===== config.mk =====
export PLATFORM = sky130hd
export DESIGN_NAME = brew_order_scheduler
export DESIGN_NICKNAME = d
export VERILOG_FILES = /design/src/rtl/brew_order_scheduler.sv
export SDC_FILE = /design/constraint.sdc
export NUM_CORES = 1
export LEC_CHECK = 0
export CAP_MARGIN = 20
export CELL_PAD_IN_SITES_DETAIL_PLACEMENT = 1
export CELL_PAD_IN_SITES_GLOBAL_PLACEMENT = 1
export CORE_UTILIZATION = 39
export CTS_CLUSTER_SIZE = 25
export DETAILED_ROUTE_END_ITERATION = 16
export PLACE_DENSITY = 0.72
export SYNTH_ARGS = -nofsm -noshare
export SYNTH_HDL_FRONTEND = slang
export SYNTH_SLANG_ARGS = --single-unit

===== constraint.sdc =====
create_clock -name clk -period 2.5 [get_ports clk]
set_input_delay 0.5 -clock clk [delete_from_list [all_inputs] [get_ports clk]]
set_output_delay 0.5 -clock clk [all_outputs]
set_load 0.01 [all_outputs]

===== src/rtl/brew_order_scheduler.sv =====
// ---------------------------------------------------------------------------
// brew_order_scheduler
//
// Purpose:
//    Accepts drink orders from two front-panel requesters, grants them
//    round-robin into a small order FIFO, and sequences each recipe one step
//    at a time on the shared brewing datapath, paced by the 1 Hz tick enable.
//    Step and type codes feed the display decoders; done feeds the LED
//    animation.
//
// Ports:
//    clk            system clock
//    reset          asynchronous, active-high reset
//    tick_i         one-cycle 1 Hz enable pulse (clk domain)
//    req_valid_i    [1:0] order valid, one bit per requester
//    req_type_i     [3:0] drink type, bits [2i+1:2i] for requester i
//                   (0 espresso, 1 latte, 2 cappuccino, 3 invalid)
//    req_sugar_i    [1:0] add-sugar request, per requester
//    req_ready_o    [1:0] combinational accept strobe, at most one bit high
//    abort_i        synchronous cancel of the order being brewed
//    busy_o         high whenever the sequencer is not idle
//    step_code_o    [2:0] 0 idle, 1 water, 2 coffee, 3 milk, 4 sugar,
//                   5 cream, 6 finish
//    active_type_o  [1:0] type of the order being brewed (0 when idle)
//    queue_count_o  number of orders waiting in the FIFO
//    done_o         one-cycle pulse when an order completes
//    err_o          one-cycle pulse after a type-3 order is accepted
//
// Optional feature (macro BREW_STATS_EN):
//    served_count_o [7:0] saturating count of completed orders
//    abort_count_o  [7:0] saturating count of aborts taken in STEP/FIN
// ---------------------------------------------------------------------------
module brew_order_scheduler #(
    parameter int QUEUE_DEPTH = 4,
    parameter int TIME_W      = 4,
    parameter int FIN_HOLD    = 2
) (
    input  logic                           clk,
    input  logic                           reset,
    input  logic                           tick_i,
    input  logic [1:0]                     req_valid_i,
    input  logic [3:0]                     req_type_i,
    input  logic [1:0]                     req_sugar_i,
    output logic [1:0]                     req_ready_o,
    input  logic                           abort_i,
    output logic                           busy_o,
    output logic [2:0]                     step_code_o,
    output logic [1:0]                     active_type_o,
    output logic [$clog2(QUEUE_DEPTH):0]   queue_count_o,
    output logic                           done_o,
    output logic                           err_o
`ifdef BREW_STATS_EN
    ,
    output logic [7:0]                     served_count_o,
    output logic [7:0]                     abort_count_o
`endif
);

    localparam int PTR_W = $clog2(QUEUE_DEPTH);
    localparam int CNT_W = PTR_W + 1;

    localparam logic [1:0] ST_IDLE = 2'd0;
    localparam logic [1:0] ST_STEP = 2'd1;
    localparam logic [1:0] ST_FIN  = 2'd2;

    localparam logic [2:0] STEP_NONE   = 3'd0;
    localparam logic [2:0] STEP_WATER  = 3'd1;
    localparam logic [2:0] STEP_COFFEE = 3'd2;
    localparam logic [2:0] STEP_MILK   = 3'd3;
    localparam logic [2:0] STEP_SUGAR  = 3'd4;
    localparam logic [2:0] STEP_CREAM  = 3'd5;
    localparam logic [2:0] STEP_FIN    = 3'd6;

    localparam logic [1:0] TYPE_ESPRESSO   = 2'd0;
    localparam logic [1:0] TYPE_LATTE      = 2'd1;
    localparam logic [1:0] TYPE_CAPPUCCINO = 2'd2;
    localparam logic [1:0] TYPE_INVALID    = 2'd3;

    // Recipe table: ticks spent in a given step for a given order.
    // A zero means the step is not part of this recipe.
    function automatic logic [TIME_W-1:0] stepDur(input logic [2:0] code,
                                                  input logic [1:0] typ,
                                                  input logic       sugar);
        stepDur = '0;
        case (code)
            STEP_WATER:  stepDur = (typ == TYPE_ESPRESSO) ? TIME_W'(3) : TIME_W'(2);
            STEP_COFFEE: stepDur = TIME_W'(2);
            STEP_MILK: begin
                if (typ == TYPE_LATTE)      stepDur = TIME_W'(3);
                if (typ == TYPE_CAPPUCCINO) stepDur = TIME_W'(2);
            end
            STEP_SUGAR:  stepDur = sugar ? TIME_W'(1) : TIME_W'(0);
            STEP_CREAM:  stepDur = (typ == TYPE_CAPPUCCINO) ? TIME_W'(2) : TIME_W'(0);
            default:     stepDur = '0;
        endcase
    endfunction

    // First step after 'cur' that the recipe actually uses, or finish.
    // Scanning downward lets the lowest qualifying step win; because the
    // espresso milk step is zero, its sugar naturally follows coffee.
    function automatic logic [2:0] nextStep(input logic [2:0] cur,
                                            input logic [1:0] typ,
                                            input logic       sugar);
        nextStep = STEP_FIN;
        for (int s = 5; s >= 1; s--) begin
            if ((3'(s) > cur) && (stepDur(3'(s), typ, sugar) != '0)) begin
                nextStep = 3'(s);
            end
        end
    endfunction

    logic [2:0]        queueMem_q [QUEUE_DEPTH];
    logic [PTR_W-1:0]  wrPtr_q, wrPtr_d;
    logic [PTR_W-1:0]  rdPtr_q, rdPtr_d;
    logic [CNT_W-1:0]  count_q, count_d;
    logic              rrPtr_q, rrPtr_d;
    logic              errPend_q;

    logic [1:0]        state_q, state_d;
    logic [2:0]        stepCode_q, stepCode_d;
    logic [TIME_W-1:0] timer_q, timer_d;
    logic [1:0]        activeType_q, activeType_d;
    logic              activeSugar_q, activeSugar_d;
    logic              done_q, done_d;

    logic [1:0]        readyRaw;
    logic              queueFull;
    logic              grant;
    logic              grantIdx;
    logic [1:0]        grantType;
    logic              grantSugar;
    logic              pushEn;
    logic              discardEn;
    logic              popEn;
    logic [2:0]        headEntry;
    logic [2:0]        nextCode;
    logic              effAbort;

    // Round-robin grant. A full queue blocks both requesters even when a pop
    // is happening this cycle, so there is no bypass path from pop to ready.
    always_comb begin
        readyRaw  = 2'b00;
        queueFull = (count_q == CNT_W'(QUEUE_DEPTH));
        if (!queueFull) begin
            case (req_valid_i)
                2'b01:   readyRaw = 2'b01;
                2'b10:   readyRaw = 2'b10;
                2'b11:   readyRaw = rrPtr_q ? 2'b10 : 2'b01;
                default: readyRaw = 2'b00;
            endcase
        end
    end

    // Ready is forced low while reset is held so every output reads 0
    // during reset, even with requests pending on the panel.
    assign req_ready_o = reset ? 2'b00 : readyRaw;

    assign grant      = |readyRaw;
    assign grantIdx   = readyRaw[1];
    assign grantType  = grantIdx ? req_type_i[3:2] : req_type_i[1:0];
    assign grantSugar = req_sugar_i[grantIdx];
    assign pushEn     = grant && (grantType != TYPE_INVALID);
    assign discardEn  = grant && (grantType == TYPE_INVALID);
    assign popEn      = (state_q == ST_IDLE) && (count_q != '0);
    assign headEntry  = queueMem_q[rdPtr_q];
    assign nextCode   = nextStep(stepCode_q, activeType_q, activeSugar_q);
    assign effAbort   = abort_i && (state_q != ST_IDLE);

    // FIFO bookkeeping and the round-robin pointer. Any grant, including a
    // discarded type-3 order, hands priority to the other requester.
    always_comb begin
        wrPtr_d = wrPtr_q;
        rdPtr_d = rdPtr_q;
        count_d = count_q;
        rrPtr_d = rrPtr_q;
        if (pushEn) begin
            wrPtr_d = wrPtr_q + PTR_W'(1);
        end
        if (popEn) begin
            rdPtr_d = rdPtr_q + PTR_W'(1);
        end
        case ({pushEn, popEn})
            2'b10:   count_d = count_q + CNT_W'(1);
            2'b01:   count_d = count_q - CNT_W'(1);
            default: count_d = count_q;
        endcase
        if (grant) begin
            rrPtr_d = ~grantIdx;
        end
    end

    // Order storage holds {sugar, type}; contents need no reset because the
    // count and pointers decide what is valid.
    always_ff @(posedge clk) begin
        if (pushEn) begin
            queueMem_q[wrPtr_q] <= {grantSugar, grantType};
        end
    end

    // Recipe sequencer. Abort takes priority over tick; a tick arriving on
    // the pop edge is ignored because IDLE never looks at it, so the freshly
    // loaded water timer starts full. Each step advances on the tick where
    // its timer reads 1, straight into the next used step with no gap.
    always_comb begin
        state_d       = state_q;
        stepCode_d    = stepCode_q;
        timer_d       = timer_q;
        activeType_d  = activeType_q;
        activeSugar_d = activeSugar_q;
        done_d        = 1'b0;
        case (state_q)
            ST_IDLE: begin
                if (popEn) begin
                    state_d       = ST_STEP;
                    stepCode_d    = STEP_WATER;
                    activeType_d  = headEntry[1:0];
                    activeSugar_d = headEntry[2];
                    timer_d       = stepDur(STEP_WATER, headEntry[1:0], headEntry[2]);
                end
            end
            ST_STEP: begin
                if (abort_i) begin
                    state_d       = ST_IDLE;
                    stepCode_d    = STEP_NONE;
                    timer_d       = '0;
                    activeType_d  = 2'd0;
                    activeSugar_d = 1'b0;
                end else if (tick_i) begin
                    if (timer_q == TIME_W'(1)) begin
                        if (nextCode == STEP_FIN) begin
                            state_d    = ST_FIN;
                            stepCode_d = STEP_FIN;
                            timer_d    = TIME_W'(FIN_HOLD);
                        end else begin
                            stepCode_d = nextCode;
                            timer_d    = stepDur(nextCode, activeType_q, activeSugar_q);
                        end
                    end else begin
                        timer_d = timer_q - TIME_W'(1);
                    end
                end
            end
            ST_FIN: begin
                if (abort_i) begin
                    state_d       = ST_IDLE;
                    stepCode_d    = STEP_NONE;
                    timer_d       = '0;
                    activeType_d  = 2'd0;
                    activeSugar_d = 1'b0;
                end else if (tick_i) begin
                    if (timer_q == TIME_W'(1)) begin
                        done_d        = 1'b1;
                        state_d       = ST_IDLE;
                        stepCode_d    = STEP_NONE;
                        timer_d       = '0;
                        activeType_d  = 2'd0;
                        activeSugar_d = 1'b0;
                    end else begin
                        timer_d = timer_q - TIME_W'(1);
                    end
                end
            end
            default: begin
                state_d       = ST_IDLE;
                stepCode_d    = STEP_NONE;
                timer_d       = '0;
                activeType_d  = 2'd0;
                activeSugar_d = 1'b0;
            end
        endcase
    end

    // State registers. Reset empties the queue, drops any order in progress
    // and returns priority to requester 0.
    always_ff @(posedge clk or posedge reset) begin
        if (reset) begin
            wrPtr_q       <= '0;
            rdPtr_q       <= '0;
            count_q       <= '0;
            rrPtr_q       <= 1'b0;
            errPend_q     <= 1'b0;
            state_q       <= ST_IDLE;
            stepCode_q    <= STEP_NONE;
            timer_q       <= '0;
            activeType_q  <= 2'd0;
            activeSugar_q <= 1'b0;
            done_q        <= 1'b0;
        end else begin
            wrPtr_q       <= wrPtr_d;
            rdPtr_q       <= rdPtr_d;
            count_q       <= count_d;
            rrPtr_q       <= rrPtr_d;
            errPend_q     <= discardEn;
            state_q       <= state_d;
            stepCode_q    <= stepCode_d;
            timer_q       <= timer_d;
            activeType_q  <= activeType_d;
            activeSugar_q <= activeSugar_d;
            done_q        <= done_d;
        end
    end

    assign busy_o        = (state_q != ST_IDLE);
    assign step_code_o   = stepCode_q;
    assign active_type_o = activeType_q;
    assign queue_count_o = count_q;
    assign done_o        = done_q;
    assign err_o         = errPend_q;

`ifdef BREW_STATS_EN
    logic [7:0] servedCount_q;
    logic [7:0] abortCount_q;

    // Usage statistics: both counters stick at 255 instead of wrapping.
    always_ff @(posedge clk or posedge reset) begin
        if (reset) begin
            servedCount_q <= 8'd0;
            abortCount_q  <= 8'd0;
        end else begin
            if (done_d && (servedCount_q != 8'hFF)) begin
                servedCount_q <= servedCount_q + 8'd1;
            end
            if (effAbort && (abortCount_q != 8'hFF)) begin
                abortCount_q <= abortCount_q + 8'd1;
            end
        end
    end

    assign served_count_o = servedCount_q;
    assign abort_count_o  = abortCount_q;
`else
    // Without statistics the abort qualifier has no consumer.
    logic unusedAbort;
    assign unusedAbort = effAbort;
`endif

endmodule


==> results <==
cells by family (layout without fill, tap and decap cells):
family | after synthesis | after routing | share of synthesized area (%)
simple gates | 56 | 56 | 16.4
flops | 34 | 34 | 46.6
mux | 15 | 15 | 9.02
buf+inv | 26 | 66 | 5.44
compound gates | 31 | 31 | 11.1
xor+xnor | 9 | 9 | 4.03
fa+ha+maj | 11 | 11 | 7.42
registers in the layout (all words and copies together) (netlist names):
name,flops
timer_q,4
activeSugar_q,1
state_q,2
err_o,1
rrPtr_q,1
queueMem_q,12
rdPtr_q,2
wrPtr_q,2
active_type_o,2
done_o,1
queue_count_o,3
step_code_o,3
cells in the mapped netlist (3+ instances only):
| library cell | number |
|---|---|
| sky130_fd_sc_hd__a21oi_1 | 4 |
| sky130_fd_sc_hd__a31oi_1 | 4 |
| sky130_fd_sc_hd__and2_2 | 4 |
| sky130_fd_sc_hd__clkbuf_1 | 4 |
| sky130_fd_sc_hd__dfrtp_1 | 22 |
| sky130_fd_sc_hd__edfxtp_1 | 12 |
| sky130_fd_sc_hd__ha_1 | 10 |
| sky130_fd_sc_hd__inv_1 | 18 |
| sky130_fd_sc_hd__mux2_2 | 7 |
| sky130_fd_sc_hd__mux2i_1 | 6 |
| sky130_fd_sc_hd__nand2_1 | 10 |
| sky130_fd_sc_hd__nand2b_1 | 4 |
| sky130_fd_sc_hd__nor2_1 | 17 |
| sky130_fd_sc_hd__o21ai_0 | 6 |
| sky130_fd_sc_hd__o22ai_1 | 3 |
| sky130_fd_sc_hd__o31ai_1 | 4 |
| sky130_fd_sc_hd__xnor2_1 | 6 |
| sky130_fd_sc_hd__xor2_1 | 3 |
worst register-to-register path: cells and delay by family, from the launching register on:
kind / cells / cell delay [ns]
compound gates: 1 / 0.04
buf+inv: 2 / 0.11
xor+xnor: 2 / 0.30
flops: 1 / 0.44
simple gates: 4 / 0.87
fa+ha+maj: 2 / 0.53
how the worst max path moves through the flow:
| stage | start | to | cells after the start |
|---|---|---|---|
| after CTS | req_valid_i[1] | req_ready_o[1] | 6 |
| after global placement | req_valid_i[0] | queue_count_o[2]$_DFFE_PP0P_ | 12 |
| after detailed placement | req_valid_i[0] | queue_count_o[2]$_DFFE_PP0P_ | 12 |
| after global routing | queue_count_o[1]$_DFFE_PP0P_ | queue_count_o[2]$_DFFE_PP0P_ | 11 |
| final | queue_count_o[1]$_DFFE_PP0P_ | queue_count_o[2]$_DFFE_PP0P_ | 11 |
| after floorplan | queue_count_o[0]$_DFFE_PP0P_ | queue_count_o[2]$_DFFE_PP0P_ | 12 |
routing by layer:
layer / wire length (um) / GRT usage [%] / up-vias
li1: - / - / 709
met5: 0 / 0 / -
met2: 2300 / 34.5 / 36
met4: 74 / 8.28 / 0
met1: 1940 / 22.7 / 736
met3: 162 / 4.56 / 8
report_power, final:
group / internal (W) / switching (W) / total, W
Clock: 0.000196 / 0.000217 / 0.000412
Combinational: 0.000705 / 0.000675 / 0.00138
Sequential: 0.000778 / 0.000163 / 0.000941
repair_timing:
item | CTS | global route
setup buffers | 0 | 1
resized for setup | 0 | 3
endpoints found under the setup margin | 0 | 3
layout make-up:
type,instances,area (um^2),share of cell area [%]
multi-input combinational,122,938,38.2
timing repair buffer,40,365,14.9
clock inverter,3,21.3,0.866
sequential,34,912,37.1
tap,67,83.8,3.41
inverter,18,67.6,2.75
clock buffer,5,68.8,2.80
stage by stage:
step | TNS (ns) | area [um^2]
2_1_floorplan | 0 | 1960
3_3_place_gp | 0 | 2350
3_5_place_dp | -0.0909 | 2350
4_1_cts | 0 | 2440
5_1_grt | -0.0361 | 2460
6_report | 0 | 2460
==> results.rst <==
.. list-table::
   :header-rows: 1

   * - Metric
     - Value
   * - Hold violation total from the final report
     - 0
   * - Most common cell after layout, fill and taps aside
     - sky130_fd_sc_hd__clkdlybuf4s50_1
   * - Worst reg-to-reg setup slack
     - 0.15 ns
   * - Layout cells sized above 1
     - 20.3%
   * - Detailed Routing Iterations Pass 1
     - 4
   * - Initial antenna violation count
     - 0
   * - Prevailing post-synth register cell
     - sky130_fd_sc_hd__dfrtp_1
   * - Largest net degree at the start of global routing
     - 21
   * - Reg-to-Reg Start
     - queue_count_o[1]$_DFFE_PP0P_
   * - Cell count after synthesis
     - 182
   * - Synth cell types
     - 50
   * - Antenna Cells
     - 0
   * - Total power
     - 0.00273 W
   * - Setup slack after layout
     - 0.149 ns
   * - Max-slew violation count
     - 0
   * - Path type of the worst min-delay path
     - primary input to asynchronous set/reset pin
   * - Least-Margin Pin Slew
     - 0.462 ns
   * - Maximum clock insertion buffer count
     - 2
   * - Count of port buffers added during placement
     - 24
   * - Required time of the critical path
     - 2.72 ns
   * - Sort of element at the start of the critical path
     - flop
   * - Post-CTS clock slew at the launch and capture registers of the worst setup and hold paths
     - 0.08 ns
   * - LEAKAGE
     - 1.08 nW
   * - Count of pins on the block boundary
     - 25
   * - DP Wirelength
     - 3.48 mm
   * - Number of synthesized flops with an enable pin
     - 12
   * - Cell at the root of the clock tree
     - sky130_fd_sc_hd__clkbuf_8
   * - Starting utilization of the core area
     - 40.9%
   * - Result of the run
     - finished, final reports clean
   * - Vias
     - 1489
   * - Peak supply drop
     - 518 uV
   * - Number of rows created at floorplan
     - 25
   * - Final Cycle Share
     - 94.0%
   * - Total overflow reported by the global router
     - 0
   * - Max Fclk
     - 0.425 GHz
   * - Hold slack
     - 0.422 ns
   * - Wire length of the first global-routing pass
     - 7.67 mm
   * - Sum of routed wire length over all layers
     - 4.48 mm
   * - Top-area cell type share of the netlist area
     - 28.2%
   * - Die width
     - 72.8 um
   * - Floorplan core area
     - 4790 um^2
   * - Total power divided by cell area
     - 1110 nW/um^2
   * - TritonCTS clock tree
     - done
   * - Worst EP arrival
     - 2.57 ns
   * - Worst Reg-to-Reg Cells
     - 11
   * - Cell type with the largest total area after synthesis
     - sky130_fd_sc_hd__dfrtp_1
   * - Number of violations reported at the end of detailed-routing iteration 0
     - 54
   * - Area added between synthesis and finish
     - 25.7%
   * - Post-synthesis async set-or-reset flop share
     - 64.7%
   * - Number of buffers created by CTS
     - 5
   * - Hold bufs inserted after CTS
     - 0
   * - Clock insertion delay at the later pin of the skew report
     - 0.29 ns
   * - Cells taking the most area after synthesis
     - sky130_fd_sc_hd__dfrtp_1, sky130_fd_sc_hd__edfxtp_1, sky130_fd_sc_hd__ha_1
   * - Routability-driven placement congestion ratio
     - 0.806
   * - Tightest slew margin relative to the limit
     - 68.9%
   * - Post-placement worst setup slack
     - -0.0909 ns
   * - Worst-path cell chain
     - or3b_4, nand3_2, a21oi_1, or2_1, inv_1, ha_1, inv_1, fa_1, xor2_1, nor2_1, xor2_1
   * - Yosys reg bits
     - 34
   * - Post-layout nets
     - 244
   * - Overall Global Routing Usage
     - 19.5%
   * - Type of the setup path with the least slack
     - flop to flop
   * - Count of placed standard cells in the final layout, fillers left out
     - 289
   * - Max stage delay cell, worst path
     - sky130_fd_sc_hd__dfrtp_2
   * - H-tree lvl count
     - 2
   * - Vias in the first global route
     - 1591
   * - Utilization of the core after routing
     - 51.3%
   * - Remaining antenna violation count after routing
     - 0
   * - Post-Syn Nets
     - 205
   * - Number of buffer and inverter stages on the critical path
     - 2
   * - Final-layout fill cell count
     - 543
   * - Unrepaired setup endpoints after global routing
     - yes
   * - Die Y
     - 72.8 um
   * - Highest net fanout along the worst path
     - 5
   * - Min cycle time layout
     - 2.35 ns
   * - Nature of the critical path endpoint
     - flop
   * - Cell count after placement
     - 280
   * - Endpoint of the lowest-slack register-to-register path
     - queue_count_o[2]$_DFFE_PP0P_
   * - Routed len/inst
     - 15.5 um
   * - Number of warnings issued by yosys
     - 0
   * - Part of the Yosys area used for sequential elements
     - 46.6%
   * - DRC violations left
     - 0
   * - # Max-Cap Violations
     - 0
   * - Vias per std cell
     - 5.15
   * - Final clock skew
     - 0.00810 ns
   * - Commonest non-fill, non-tap cells in the layout
     - sky130_fd_sc_hd__clkdlybuf4s50_1, sky130_fd_sc_hd__dfrtp_1, sky130_fd_sc_hd__inv_1
   * - Largest stage delay, worst path
     - 0.44 ns
   * - Total die area
     - 5300 um^2
   * - Mapped cell area
     - 1960 um^2
   * - Sinks on Clock Net
     - 34
   * - Total setup violations reported at the end of the flow
     - 0
   * - Crit-path leading delay family
     - simple AND/OR/NAND/NOR gates
   * - Average footprint of a synthesized cell
     - 10.7 um^2
No activity file was read; power rests on OpenSTA's default activity.
